==> config.mk <==
export PLATFORM = sky130hd
export DESIGN_NAME = pipelined_core_param_flat
export DESIGN_NICKNAME = d
export VERILOG_FILES = /design/src/rtl/core_pkg.sv /design/src/rtl/pipelined_core_param_if.sv /design/src/rtl/core_regfile_wt.sv /design/src/rtl/pipelined_core_param.sv /design/src/flat_wrapper.sv
export SDC_FILE = /design/constraint.sdc
export NUM_CORES = 1
export LEC_CHECK = 0
export BUFFER_PORTS_ARGS = -buffer_cell sky130_fd_sc_hd__buf_2
export CAP_MARGIN = 25
export CORE_ASPECT_RATIO = 0.8
export CORE_MARGIN = 3
export CORE_UTILIZATION = 41
export CTS_CLUSTER_DIAMETER = 200
export DETAILED_ROUTE_END_ITERATION = 10
export GPL_ROUTABILITY_DRIVEN = 1
export PLACE_DENSITY = 0.69
export SYNTH_ARGS = -nofsm -noshare
export SYNTH_HDL_FRONTEND = slang
export SYNTH_SLANG_ARGS = --single-unit
==> constraint.sdc <==
create_clock -name clk -period 4.3 [get_ports clk]
set_input_delay 0.43 -clock clk [delete_from_list [all_inputs] [get_ports clk]]
set_output_delay 0.43 -clock clk [all_outputs]
set_load 0.05 [all_outputs]
==> src/rtl/core_pkg.sv <==
// ---------------------------------------------------------------------------
// core_pkg
// Shared definitions for the parametrised 4-stage core (IF, ID, EX, WB):
//   - opcode_e     : 2-bit opcode encoding in the top bits of each instruction
//   - instr_w()    : instruction width from the register-address and
//                    immediate field widths
//   - op_lsb()     : bit position of the opcode field
//   - rd_lsb()     : bit position of the destination-register field
//   - op_writes()  : whether an opcode writes the register file
// ---------------------------------------------------------------------------
package core_pkg;

    typedef enum logic [1:0] {
        OP_MOVI = 2'b00,
        OP_ADD  = 2'b01,
        OP_SUB  = 2'b10,
        OP_JMP  = 2'b11
    } opcode_e;

    function automatic int instr_w(input int reg_aw, input int imm_w);
        return 2 + reg_aw + imm_w;
    endfunction

    function automatic int op_lsb(input int reg_aw, input int imm_w);
        return reg_aw + imm_w;
    endfunction

    function automatic int rd_lsb(input int imm_w);
        return imm_w;
    endfunction

    function automatic logic op_writes(input opcode_e op);
        return op != OP_JMP;
    endfunction

endpackage

==> src/rtl/pipelined_core_param_if.sv <==
// ---------------------------------------------------------------------------
// pipelined_core_param_if
// Bundles the core's instruction-memory port and its retire/observe port.
//   imem_addr  : fetch PC driven by the core
//   imem_rdata : instruction at imem_addr, returned in the same cycle
//   imem_valid : imem_rdata is valid this cycle (0 stalls the fetch)
//   wb_valid   : an instruction retires this cycle
//   wb_rd      : destination register of the retiring instruction
//   wb_data    : result of the retiring instruction
// Modports: master = core side, slave = memory / observer side.
// ---------------------------------------------------------------------------
interface pipelined_core_param_if
    import core_pkg::*;
#(
    parameter int DATA_W = 8,
    parameter int REG_AW = 3,
    parameter int IMM_W  = 3,
    parameter int PC_W   = 8
);
    localparam int INSTR_W = instr_w(REG_AW, IMM_W);

    logic [PC_W-1:0]    imem_addr;
    logic [INSTR_W-1:0] imem_rdata;
    logic               imem_valid;
    logic               wb_valid;
    logic [REG_AW-1:0]  wb_rd;
    logic [DATA_W-1:0]  wb_data;

    modport master (
        output imem_addr,
        input  imem_rdata,
        input  imem_valid,
        output wb_valid,
        output wb_rd,
        output wb_data
    );

    modport slave (
        input  imem_addr,
        output imem_rdata,
        output imem_valid,
        input  wb_valid,
        input  wb_rd,
        input  wb_data
    );
endinterface

==> src/rtl/core_regfile_wt.sv <==
// ---------------------------------------------------------------------------
// core_regfile_wt
// 2**REG_AW x DATA_W register file, two combinational read ports and one
// write port. A read of the register being written in the same cycle returns
// the write data (write-through), so the reader never sees a stale value.
// Ports:
//   clk, rst       : clock, synchronous active-high reset (clears all regs)
//   ra_a, ra_b     : read addresses
//   rdata_a/b      : read data
//   we, wa, wd     : write enable, address, data
// ---------------------------------------------------------------------------
module core_regfile_wt #(
    parameter int DATA_W = 8,
    parameter int REG_AW = 3
) (
    input  logic                     clk,
    input  logic                     rst,
    input  logic [REG_AW-1:0]        ra_a,
    input  logic [REG_AW-1:0]        ra_b,
    output logic signed [DATA_W-1:0] rdata_a,
    output logic signed [DATA_W-1:0] rdata_b,
    input  logic                     we,
    input  logic [REG_AW-1:0]        wa,
    input  logic signed [DATA_W-1:0] wd
);
    localparam int NREGS = 1 << REG_AW;

    logic signed [DATA_W-1:0] regs [0:NREGS-1];

    always_ff @(posedge clk) begin
        if (rst) begin
            for (int i = 0; i < NREGS; i++) begin
                regs[i] <= '0;
            end
        end else if (we) begin
            regs[wa] <= wd;
        end
    end

    assign rdata_a = (we && (wa == ra_a)) ? wd : regs[ra_a];
    assign rdata_b = (we && (wa == ra_b)) ? wd : regs[ra_b];
endmodule

==> src/rtl/pipelined_core_param.sv <==
// ---------------------------------------------------------------------------
// pipelined_core_param
// Four-stage in-order core (IF, ID, EX, WB) with configurable widths.
//   MOVI rd,imm : R[rd] = sext(imm)
//   ADD  rd,rs  : R[rd] = R[rd] + R[rs]
//   SUB  rd,rs  : R[rd] = R[rd] - R[rs]
//   JMP  imm    : PC = PC_of_jmp + sext(imm), resolved in ID, flushes the
//                 one younger fetched instruction
// Hazards: EX/WB -> EX forwarding covers distance 1, the write-through
// register file covers distance 2; no interlocks exist.
// Ports:
//   clk : rising-edge clock
//   rst : synchronous active-high reset
//   bus : pipelined_core_param_if.master (imem_* fetch port, wb_* retire port)
// ---------------------------------------------------------------------------
module pipelined_core_param
    import core_pkg::*;
#(
    parameter int DATA_W = 8,
    parameter int REG_AW = 3,
    parameter int IMM_W  = 3,
    parameter int PC_W   = 8
) (
    input  logic                    clk,
    input  logic                    rst,
    pipelined_core_param_if.master  bus
);
    localparam int INSTR_W = instr_w(REG_AW, IMM_W);
    localparam int OP_LSB  = op_lsb(REG_AW, IMM_W);
    localparam int RD_LSB  = rd_lsb(IMM_W);

    typedef struct packed {
        logic [INSTR_W-1:0] instr;
        logic [PC_W-1:0]    pc;
    } if_id_t;

    typedef struct packed {
        opcode_e                  op;
        logic [REG_AW-1:0]        rd;
        logic [REG_AW-1:0]        rs;
        logic signed [DATA_W-1:0] opa;
        logic signed [DATA_W-1:0] opb;
        logic signed [DATA_W-1:0] immx;
    } id_ex_t;

    typedef struct packed {
        logic                     wr;
        logic [REG_AW-1:0]        rd;
        logic signed [DATA_W-1:0] res;
    } ex_wb_t;

    function automatic logic signed [DATA_W-1:0] sext_data(input logic [IMM_W-1:0] imm);
        return DATA_W'($signed(imm));
    endfunction

    function automatic logic [PC_W-1:0] sext_pc(input logic [IMM_W-1:0] imm);
        return PC_W'($signed(imm));
    endfunction

    // Results wrap modulo 2**DATA_W; JMP produces no result.
    function automatic logic signed [DATA_W-1:0] alu(
        input opcode_e                  op,
        input logic signed [DATA_W-1:0] a,
        input logic signed [DATA_W-1:0] b,
        input logic signed [DATA_W-1:0] immx
    );
        case (op)
            OP_MOVI: return immx;
            OP_ADD:  return a + b;
            OP_SUB:  return a - b;
            default: return '0;
        endcase
    endfunction

    logic [PC_W-1:0] pc;

    logic   vld_p0;
    if_id_t if_id_p0;
    logic   vld_p1;
    id_ex_t id_ex_p1;
    logic   vld_p2;
    ex_wb_t ex_wb_p2;

    opcode_e                  dec_op;
    logic [REG_AW-1:0]        dec_rd;
    logic [REG_AW-1:0]        dec_rs;
    logic [IMM_W-1:0]         dec_imm;
    logic                     jmp_taken;
    logic signed [DATA_W-1:0] rf_rdata_a;
    logic signed [DATA_W-1:0] rf_rdata_b;
    logic                     rf_we;
    logic                     fwd_en;
    logic signed [DATA_W-1:0] fwd_a;
    logic signed [DATA_W-1:0] fwd_b;
    logic signed [DATA_W-1:0] ex_res;

    // ---- IF -> IF/ID (p0) ----
    // A jump in ID wins over both the stall and the PC+1 update, and the
    // instruction fetched alongside it is dropped by loading a bubble.
    always_ff @(posedge clk) begin
        if (rst) begin
            pc     <= '0;
            vld_p0 <= 1'b0;
        end else if (jmp_taken) begin
            pc     <= if_id_p0.pc + sext_pc(dec_imm);
            vld_p0 <= 1'b0;
        end else if (bus.imem_valid) begin
            pc     <= pc + PC_W'(1);
            vld_p0 <= 1'b1;
        end else begin
            vld_p0 <= 1'b0;
        end
    end

    always_ff @(posedge clk) begin
        if (bus.imem_valid && !jmp_taken) begin
            if_id_p0 <= '{instr: bus.imem_rdata, pc: pc};
        end
    end

    assign bus.imem_addr = pc;

    // ---- ID -> ID/EX (p1) ----
    assign dec_op    = opcode_e'(if_id_p0.instr[OP_LSB +: 2]);
    assign dec_rd    = if_id_p0.instr[RD_LSB +: REG_AW];
    assign dec_imm   = if_id_p0.instr[IMM_W-1:0];
    assign dec_rs    = dec_imm[REG_AW-1:0];
    assign jmp_taken = vld_p0 && (dec_op == OP_JMP);

    core_regfile_wt #(
        .DATA_W (DATA_W),
        .REG_AW (REG_AW)
    ) u_regfile (
        .clk     (clk),
        .rst     (rst),
        .ra_a    (dec_rd),
        .ra_b    (dec_rs),
        .rdata_a (rf_rdata_a),
        .rdata_b (rf_rdata_b),
        .we      (rf_we),
        .wa      (ex_wb_p2.rd),
        .wd      (ex_wb_p2.res)
    );

    always_ff @(posedge clk) begin
        if (rst) begin
            vld_p1 <= 1'b0;
        end else begin
            vld_p1 <= vld_p0;
        end
    end

    always_ff @(posedge clk) begin
        if (vld_p0) begin
            id_ex_p1 <= '{op:   dec_op,
                          rd:   dec_rd,
                          rs:   dec_rs,
                          opa:  rf_rdata_a,
                          opb:  rf_rdata_b,
                          immx: sext_data(dec_imm)};
        end
    end

    // ---- EX -> EX/WB (p2) ----
    // The instruction one ahead is still in EX/WB and has not reached the
    // register file yet, so its result overrides either stale operand.
    assign fwd_en = vld_p2 && ex_wb_p2.wr;
    assign fwd_a  = (fwd_en && (ex_wb_p2.rd == id_ex_p1.rd)) ? ex_wb_p2.res : id_ex_p1.opa;
    assign fwd_b  = (fwd_en && (ex_wb_p2.rd == id_ex_p1.rs)) ? ex_wb_p2.res : id_ex_p1.opb;
    assign ex_res = alu(id_ex_p1.op, fwd_a, fwd_b, id_ex_p1.immx);

    // EX/WB feeds the observe port directly, so it is cleared on reset.
    always_ff @(posedge clk) begin
        if (rst) begin
            vld_p2   <= 1'b0;
            ex_wb_p2 <= '0;
        end else begin
            vld_p2 <= vld_p1;
            if (vld_p1) begin
                ex_wb_p2 <= '{wr: op_writes(id_ex_p1.op), rd: id_ex_p1.rd, res: ex_res};
            end
        end
    end

    // ---- WB ----
    assign rf_we        = vld_p2 && ex_wb_p2.wr;
    assign bus.wb_valid = rf_we;
    assign bus.wb_rd    = ex_wb_p2.rd;
    assign bus.wb_data  = ex_wb_p2.res;
endmodule

==> src/flat_wrapper.sv <==
// flat-port wrapper written by rule: the top's interface ports become plain ports
module pipelined_core_param_flat import core_pkg::*;
#(
    parameter int DATA_W = 8,
    parameter int REG_AW = 3,
    parameter int IMM_W  = 3,
    parameter int PC_W   = 8
)
  (clk, rst, bus_imem_addr, bus_imem_rdata, bus_imem_valid, bus_wb_valid, bus_wb_rd, bus_wb_data);
  pipelined_core_param_if #(.DATA_W(DATA_W), .REG_AW(REG_AW), .IMM_W(IMM_W), .PC_W(PC_W)) bus_i ();
  input  logic clk;
  input  logic rst;
  output wire logic [$bits(bus_i.imem_addr)-1:0] bus_imem_addr;
  input wire logic [$bits(bus_i.imem_rdata)-1:0] bus_imem_rdata;
  input wire logic [$bits(bus_i.imem_valid)-1:0] bus_imem_valid;
  output wire logic [$bits(bus_i.wb_valid)-1:0] bus_wb_valid;
  output wire logic [$bits(bus_i.wb_rd)-1:0] bus_wb_rd;
  output wire logic [$bits(bus_i.wb_data)-1:0] bus_wb_data;
  assign bus_imem_addr = bus_i.imem_addr;
  assign bus_i.imem_rdata = bus_imem_rdata;
  assign bus_i.imem_valid = bus_imem_valid;
  assign bus_wb_valid = bus_i.wb_valid;
  assign bus_wb_rd = bus_i.wb_rd;
  assign bus_wb_data = bus_i.wb_data;
  pipelined_core_param #(.DATA_W(DATA_W), .REG_AW(REG_AW), .IMM_W(IMM_W), .PC_W(PC_W)) u_core (.clk(clk), .rst(rst), .bus(bus_i));
endmodule
==> results of run 1 <==
per-stage QoR:
stage / util, % / cells / setup slack [ns]
after floorplan: - / 595 / 0.564
after global placement: 44.4 / 807 / 0.670
after detailed placement: 44.6 / 810 / 0.477
after CTS: 48.0 / 841 / 0.444
after global routing: 48.0 / 843 / 0.234
final: 48.0 / 843 / 0.470
cell usage after synthesis (all sizes together), types with 19 or more instances:
library cell	instances
and2	43
buf	23
clkbuf	28
dfxtp	29
edfxtp	104
ha	20
inv	19
mux2i	23
mux4	32
nand2	37
nor2	36
nor3	28
o21ai	34
xor2	25
layer usage:
layer | routed length, µm | global-route usage, % | up-vias
met5 | 0 | 0 | -
met4 | 194 | 5.04 | 0
met3 | 1160 | 4.97 | 18
met2 | 7590 | 26.6 | 187
met1 | 7400 | 25.0 | 2372
li1 | - | - | 2218
power by group:
part           internal (mW)  switching (mW)  leakage, nW  total (mW)
clock                  0.900           0.530        0.281        1.43
combinational          0.188           0.218         1.46       0.405
sequential              1.45          0.0711         1.29        1.52
sequential cells by signal, summed over array words and instances (netlist names), named ones only:
name,count
u_core.bus.imem_addr,8
u_core.if_id_p0,8
u_core.dec_rd,3
u_core.vld_p1,1
u_core.bus.wb_rd,3
u_core.vld_p2,1
u_core.ex_wb_p2,1
u_core.id_ex_p1,24
u_core.u_regfile.regs,64
u_core.dec_imm,3
u_core.dec_op,2
u_core.bus.wb_data,8
u_core.vld_p0,1
worst paths after layout:
path / startpoint / to / slack (ns) / cells past startpoint
hold reg to reg: u_core.dec_op[1]$_DFFE_PP_ / u_core.id_ex_p1[31]$_DFFE_PP_ / 0.48 / 0
setup reg to reg: u_core.bus.wb_rd[0]$_SDFFE_PP0P_ / u_core.bus.wb_data[7]$_SDFFE_PP0P_ / 0.47 / 13
hold / removal: bus_imem_rdata[6] / u_core.dec_op[0]$_DFFE_PP_ / 0.18 / 1
setup / recovery: u_core.bus.wb_rd[0]$_SDFFE_PP0P_ / u_core.bus.wb_data[7]$_SDFFE_PP0P_ / 0.47 / 13
cells by family (layout without fill, tap and decap cells):
logic type               after synthesis  count (layout)  synth area share (%)
AND/OR/NAND/NOR                      183             183                  12.9
XOR/XNOR                              35              35                  4.45
flip-flops                           133             133                  51.4
AO/OA/AOI/OAI                         82              82                  7.28
adder cells (fa/ha/maj)               22              22                  4.03
multiplexers                          67              67                  15.1
buffers and inverters                 73             101                  4.90
layout make-up:
| class | instances | share of cell area (%) |
|---|---|---|
| inverters | 22 | 1.02 |
| repair buffers | 48 | 3.67 |
| clock buffers | 20 | 5.39 |
| multi-input cells | 389 | 39.2 |
| flip-flops and latches | 133 | 45.7 |
| clock inverters | 11 | 1.65 |
| well taps | 220 | 3.40 |
worst max-delay path: cells and delay by family (launching register included):
family          cells  cell delay, ns
mux                 1            0.28
simple gates        3            0.63
flops               1            0.50
compound gates      4            0.91
fa+ha+maj           2            0.58
buf+inv             1            0.30
xor+xnor            2            0.54
==> impl_metrics.toml, run 1 <==
[cts]
ctsHoldBuffers = 0
cts.clk_slew.worst_paths_ns = 0.06
worstSkewPairLatency_ns = 0.42
cts.sinks = 133
cts_setup_buffers = 0
cts_tree = "built"
ctsRootBufferMaster = "clkbuf_16"
numCtsBuffers = 17
cts_resized = 0
cts_buffer_depth = 2
h-tree-depth = 4

[status]
status = "complete, no violations"

[power_and_ir_drop]
peakVddDrop_v = 0.000301
total_power_mw = 3.36
power_density_nw_per_um2 = 414
p_leak_nw = 3.02

[setup_path]
crit_slowest_cell = "dfxtp_1"
critPathRequiredTime_ns = 4.64
critical_path_class = "flip-flop to flip-flop"
startpoint_type = "flip-flop"
worstPathArrival_ns = 4.17
crit_top_cell = "ha_1"
end_kind = "flip-flop"
cp_max_fo = 19
max_stage_delay_ns = 0.50
crit_chain = "xor2_1 -> nor4_2 -> buf_4 -> mux2i_1 -> ha_1 -> o21ai_0 -> ha_1 -> nor2b_1 -> o2111a_1 -> nor2_1 -> a211o_1 -> xnor3_1 -> o32ai_2"

[detailed_routing]
vias = 4795
wl_um = 16300
drc = 0
drt_pass1_iterations = 5
first_iter_violations = 384
wl_per_cell_um = 19.4
avgViaCountPerCell = 5.69
ant_nets = 0

[cells_and_area]
syn_to_final_growth_pct = 12.5
multiInputGateArea_um2 = 3170
layout_common_cells = "104 x edfxtp_1, 43 x and2_1, 37 x nand2_1"
stdcell_area_um2 = 8100
ff_latch_area_um2 = 3700
final_common_cell = "edfxtp_1"
drive_gt1_share_pct = 20.4
antenna_cells = 0
nets = 644
fillCellCount = 1499

[hold_path]
hold_class = "primary input to flip-flop"

[logic_synthesis]
syn_inst = 595
synth_top_cell_area_share_pct = 43.3
yosys_most_used_dff = "edfxtp_1"
ys_seq_area_share_pct = 51.4
ys_top_cells_by_area = "edfxtp_1 43%, mux4_2 10%, dfxtp_1 8.1%"
yosys.area.top_type = "edfxtp_1"
synth.net_count = 628
ys_seq_elements = 133
synth_edf_count = 104
yosys_warnings = 0
syn_area_um2 = 7210
synth_area_per_cell_um2 = 12.1
yosysUniqueCellTypes = 55
async_reset_ff_share_pct = 0

[sta]
fin_worst_skew_ns = 0.00918
worst_pin_slew_ns = 0.825
slew_viol_final = 0
rsz0062_at_grt = "no"
relSlewSlack_pct = 44.9
final-setup-viol-count = 0
fin_tns_setup_ns = 0
post-route-period-util_pct = 89.1
hold_ws_ns = 0.181
hold_viol_final = 0
layout_min_cycle_time_ns = 3.83
max_freq_mhz = 261

[grt]
grtUsageTotal_pct = 17.6
grt_antenna_before_repair = 0
grt_pass1_vias = 4777
grt_start_max_net_pins = 27
grt_pass1_wl_um = 26300
grt-ovfl-total = 0

[placed_design]
dp_hpwl_um = 11900
dpl_cell_area_um2 = 7520
port_buffers = 30
gp_congestion = 0.872

[die]
die_w_um = 154
num_rows = 42
die-area_um2 = 19200
core_um2 = 16900
initial_core_util_pct = 42.7
ioPinCount = 31
die_height_um = 125

[job]
maxCapViolations = 0
(Power assumes the default switching activity.)
==> run 2: changes to the inputs <==
CORE_UTILIZATION = 55   (was 41)
GPL_ROUTABILITY_DRIVEN = 0   (was 1)
PLACE_DENSITY = 0.84   (was 0.69)
REMOVE_ABC_BUFFERS = 1   (was not set)
==> run 2 against run 1 <==
Register-to-register slack about the same; hold slack better by 0.013 ns; sequential power about the same; final area shrank 0.23%; utilization increased by 17 points.
==> impl_metrics.toml, run 2 (synthesis gave the netlist of run 1 again) <==
[sta]
slew_viol_final = 0
final-setup-viol-count = 0
fin_worst_skew_ns = 0.0171
fin_tns_setup_ns = 0
relSlewSlack_pct = 31.4
post-route-period-util_pct = 89.3
rsz0062_at_grt = "no"
worst_pin_slew_ns = 1.02
hold_viol_final = 0
layout_min_cycle_time_ns = 3.84
max_freq_mhz = 260
hold_ws_ns = 0.194
setup_ws_ns = 0.460

[cells_and_area]
antenna_cells = 0
top_register = "u_core.u_regfile.regs"
layout_common_cells = "104 x edfxtp_1, 43 x and2_1, 37 x nand2_1"
drive_gt1_share_pct = 20.8
nets = 641
final_common_cell = "edfxtp_1"
final_cells = 792
largest_register_ffs = 64
syn_to_final_growth_pct = 12.2
top_regs = "u_core.u_regfile.regs: 64 flops, u_core.id_ex_p1: 24 flops"

[die]
die_w_um = 134
die-area_um2 = 14500
die_height_um = 108
initial_core_util_pct = 57.8
num_rows = 36
ioPinCount = 31
core_um2 = 12500

[cts]
ctsRootBufferMaster = "clkbuf_16"
cts_tree = "built"
cts_resized = 0
h-tree-depth = 4
cts.sinks = 133
cts_buffer_depth = 2
worstSkewPairLatency_ns = 0.42
numCtsBuffers = 17
cts.clk_slew.worst_paths_ns = 0.06
ctsHoldBuffers = 0
cts_setup_buffers = 0

[setup_path]
crit_slowest_cell = "dfxtp_1"
end_kind = "flip-flop"
cp_top_family = "compound AO/OA/AOI/OAI gates"
max_stage_delay_ns = 0.53
critPathBufInv = 1
crit_top_cell = "ha_1"
cp_max_fo = 19
critical_path_class = "flip-flop to flip-flop"
crit_chain = "xor2_1 -> nor4_2 -> buf_4 -> mux2i_1 -> ha_1 -> o21ai_0 -> ha_1 -> nor2b_1 -> o2111a_1 -> nor2_1 -> a211o_1 -> xnor3_1 -> o32ai_2"
critPathRequiredTime_ns = 4.62
startpoint_type = "flip-flop"
worstPathArrival_ns = 4.16

[grt]
grt-ovfl-total = 0
grt_antenna_before_repair = 0
grt_pass1_wl_um = 26700
grt_start_max_net_pins = 27
grt_pass1_vias = 4997
grtUsageTotal_pct = 24.2

[detailed_routing]
avgViaCountPerCell = 6.17
drt_pass1_iterations = 6
wl_per_cell_um = 20.9
vias = 4888
ant_nets = 0
drc = 0
first_iter_violations = 550
wl_um = 16500

[hold_path]
hold_class = "primary input to flip-flop"

[power_and_ir_drop]
peakVddDrop_v = 0.000376
p_leak_nw = 3.03
power_density_nw_per_um2 = 432
total_power_mw = 3.49

[job]
maxCapViolations = 0

[placed_design]
place_inst = 756
dpl_worst_slack_ns = 0.551
dp_hpwl_um = 11600
port_buffers = 30

[status]
status = "complete, no violations"
[run 2: cell types whose count changed in the layout (fill, tap and decap cells not counted), sizes merged]
| cell | change |
|---|---|
| clkinv | -4 |
| buf | -3 |
| clkbuf | +2 |
| clkinvlp | +2 |
| inv | +1 |
[run 2: final cells by class]
| type | count | area, µm² |
|---|---|---|
| clock inverters | 10 | 141 |
| inverters | 22 | 82.6 |
| repair buffers | 45 | 273 |
| fillers | 892 | 4390 |
| clock buffers | 22 | 497 |
| flip-flops and latches | 133 | 3700 |
| multi-input cells | 389 | 3170 |
| well taps | 171 | 214 |
[run 2: worst paths after layout]
path                                    startpoint                                 end  slack, ns  cells past startpoint
setup / recovery  u_core.bus.wb_rd[0]$_SDFFE_PP0P_  u_core.bus.wb_data[7]$_SDFFE_PP0P_       0.46                     13
hold / removal                   bus_imem_rdata[7]          u_core.dec_op[1]$_DFFE_PP_       0.19                      1
setup reg to reg  u_core.bus.wb_rd[0]$_SDFFE_PP0P_  u_core.bus.wb_data[7]$_SDFFE_PP0P_       0.46                     13
hold reg to reg         u_core.dec_op[1]$_DFFE_PP_       u_core.id_ex_p1[31]$_DFFE_PP_       0.48                      0
[run 2: layer usage]
metal	track usage [%]	vias up	part of all wire (%)
met5	0	-	0
met4	8.81	0	1.6
met3	5.91	30	8.9
met2	38.6	248	48
met1	32.5	2393	42
li1	-	2217	-
[run 2: per-stage QoR]
stage          instance area [µm²]  utilization (%)
5_1_grt                       8090             64.8
2_1_floorplan                 6940                -
6_report                      8090             64.8
3_5_place_dp                  7410             59.4
4_1_cts                       8050             64.5
3_3_place_gp                  7400             59.3
[run 2: power by group]
part	internal, mW	switching [mW]	total [mW]
registers	1.45	0.0730	1.52
logic	0.188	0.221	0.409
clock network	1.00	0.556	1.56
==> run 3: changes to the inputs <==
CELL_PAD_IN_SITES_DETAIL_PLACEMENT = 1   (was not set)
CELL_PAD_IN_SITES_GLOBAL_PLACEMENT = 2   (was not set)
CORE_UTILIZATION = 44   (was 55)
PLACE_DENSITY = 0.92   (was 0.84)
SYNTH_HIERARCHICAL = 1   (was not set)
==> run 3 against run 2 <==
Power fell by 8.5%; register-to-register slack improved by 0.06 ns; non-clock buffer count rose by 1; clock power fell by 12%; critical path depth rose by 1; die area rose by 23%; critical path type unchanged.
==> impl_metrics.toml, run 3 <==
[cts]
cts_buffer_depth = 2
cts.clk_slew.worst_paths_ns = 0.07
cts.sinks = 127
cts_tree = "built"
cts_resized = 0
ctsHoldBuffers = 0
worstSkewPairLatency_ns = 0.42
cts_setup_buffers = 0
ctsRootBufferMaster = "clkbuf_16"
numCtsBuffers = 17
h-tree-depth = 4

[setup_path]
r2r-start = "u_core/bus.wb_rd[1]$_SDFFE_PP0P_"
r2r-end = "u_core/bus.wb_data[7]$_SDFFE_PP0P_"
critPathBufInv = 1
worstPathArrival_ns = 4.06
critPathCapture = "u_core/bus.wb_data[7]$_SDFFE_PP0P_"
startpoint_type = "flip-flop"
rr_worst_depth = 14
cp_top_family = "compound AO/OA/AOI/OAI gates"
end_kind = "flip-flop"
cp_max_fo = 18
critical_path_class = "flip-flop to flip-flop"
max_stage_delay_ns = 0.62
crit_top_cell = "xor2_1"
reg2reg_slack_ns = 0.52
crit_chain = "xor2_1 -> nor4_4 -> buf_4 -> mux2i_1 -> ha_1 -> a21oi_1 -> xor2_1 -> ha_1 -> and3_1 -> a211oi_1 -> o21bai_1 -> a21oi_1 -> xor2_1 -> o32ai_2"
critPathRequiredTime_ns = 4.58
crit_cells = 14
critPathLaunch = "u_core/bus.wb_rd[1]$_SDFFE_PP0P_"
crit_slowest_cell = "dfxtp_1"

[hold_path]
hold_class = "primary input to flip-flop"

[logic_synthesis]
synth_top_cell_area_share_pct = 43.7
synth_area_per_cell_um2 = 13.2
yosys.area.top_type = "edfxtp_1"
async_reset_ff_share_pct = 0
synth_most_common_cell = "edfxtp_1"
yosysUniqueCellTypes = 49
ys_seq_elements = 127
ys_top_cells_by_area = "edfxtp_1 44%, mux4_1 6.6%, dfxtp_1 6.4%"
synth_common_cells = "104 x edfxtp_1, 65 x and2_1, 37 x mux2_2"
yosys_warnings = 6
ys_seq_area_share_pct = 50.2
synth_edf_count = 104
syn_inst = 542
syn_area_um2 = 7140
yosys_most_used_dff = "edfxtp_1"

[sta]
fin_tns_setup_ns = 0
rsz0062_at_grt = "no"
max_freq_mhz = 264
hold_viol_final = 0
layout_min_cycle_time_ns = 3.78
worst_pin_slew_ns = 0.921
relSlewSlack_pct = 38.6
post-route-period-util_pct = 87.9
slew_viol_final = 0
hold_ws_ns = 0.178
setup_ws_ns = 0.519
final-setup-viol-count = 0
fin_worst_skew_ns = 0.0192

[placed_design]
dpl_cell_area_um2 = 7470
place_inst = 765
dp_hpwl_um = 12500
port_buffers = 30
dpl_worst_slack_ns = 0.556

[cells_and_area]
antenna_cells = 0
stdcell_area_um2 = 8030
drive_gt1_share_pct = 24.2
layout_common_cells = "104 x edfxtp_1, 65 x and2_1, 37 x mux2_2"
final_core_util_pct = 51.9
top_register = "u_core/u_regfile/regs"
largest_register_ffs = 64
top_regs = "u_core/u_regfile/regs: 64 flops, u_core/id_ex_p1: 24 flops"
nets = 607
syn_to_final_growth_pct = 12.4
fillCellCount = 1560
final_common_cell = "edfxtp_1"
final_cells = 797

[die]
num_rows = 40
initial_core_util_pct = 46.2
die_height_um = 120
die_w_um = 148
core_um2 = 15500
die-area_um2 = 17800
ioPinCount = 31

[grt]
busiest_layer = "met2"
grt_pass1_vias = 4823
grt_start_max_net_pins = 32
grtUsageMet3_pct = 3.66
grt_use_met2_pct = 35.2
grt_pass1_wl_um = 29400
use_met1_pct = 31.2
grtUsageTotal_pct = 22.2
grt_antenna_before_repair = 1
grt-ovfl-total = 0

[power_and_ir_drop]
p_leak_nw = 3.14
power_density_nw_per_um2 = 398
peakVddDrop_v = 0.000264
total_power_mw = 3.19

[detailed_routing]
drt_pass1_iterations = 5
wl_per_cell_um = 23.5
wl_um = 18700
ant_nets = 0
avgViaCountPerCell = 5.71
drc = 0
first_iter_violations = 317
vias = 4553

[status]
status = "complete, no violations"

[job]
maxCapViolations = 0
-- run 3: cell types whose count changed after synthesis, moves of 14 or more --
cell	before	now
and2_1	43	65
clkbuf_1	28	11
mux2_2	12	37
mux2i_1	23	9
mux4_1	0	18
mux4_2	32	14
nand2_1	37	16
nor3_1	27	8
o21ai_0	34	8
-- run 3: report_power, final --
part,leakage [nW],internal (mW),switching (mW)
clock network,0.276,0.814,0.557
registers,1.23,1.39,0.0585
logic,1.63,0.168,0.208
-- run 3: how the worst min path moves through the flow --
stage | start | endpoint | slack, ns | depth (start not counted)
2_1_floorplan | u_core/dec_op[1]$_DFFE_PP_ | u_core/id_ex_p1[31]$_DFFE_PP_ | 0.44 | 0
3_3_place_gp | u_core/dec_op[1]$_DFFE_PP_ | u_core/id_ex_p1[31]$_DFFE_PP_ | 0.45 | 0
3_5_place_dp | u_core/dec_op[1]$_DFFE_PP_ | u_core/id_ex_p1[31]$_DFFE_PP_ | 0.46 | 0
4_1_cts | bus_imem_rdata[0] | u_core/dec_imm[0]$_DFFE_PP_ | 0.16 | 1
5_1_grt | bus_imem_rdata[0] | u_core/dec_imm[0]$_DFFE_PP_ | 0.17 | 1
6_report | bus_imem_rdata[0] | u_core/dec_imm[0]$_DFFE_PP_ | 0.18 | 1
-- run 3: cells by family (layout without fill, tap and decap cells) --
group	count (synthesis)	after routing	synth area share, %
AOI/OAI and AO/OA	55	55	5.20
xor gates and xnor gates	40	40	4.91
adders and majority gates	22	22	4.07
buffers and inverters	52	97	4.19
DFF	127	127	50.2
muxes	80	80	18.6
and+or+nand+nor	166	166	12.9
-- run 3: metal layers --
metal	share of wire, %	wire (µm)
met5	0	0
met4	2.1	391
met3	3.2	602
met2	48	8940
met1	47	8790
-- run 3: worst reg2reg max path: stages (launching register included) --
cell and delay, ns:
dfxtp_1 0.62, xor2_1 0.18, nor4_4 0.27, buf_4 0.30, mux2i_1 0.28, ha_1 0.21, a21oi_1 0.10, xor2_1 0.19
ha_1 0.38, and3_1 0.20, a211oi_1 0.35, o21bai_1 0.10, a21oi_1 0.18, xor2_1 0.19, o32ai_2 0.10
-- run 3: area by class of cell --
type	count	area (µm²)	area share, %
Sequential cell	127	3580	44.6
Timing Repair Buffer	46	290	3.62
Clock inverter	12	109	1.36
Tap cell	210	263	3.27
Clock buffer	20	447	5.56
Multi-Input combinational cell	363	3260	40.7
Inverter	19	71.3	0.888
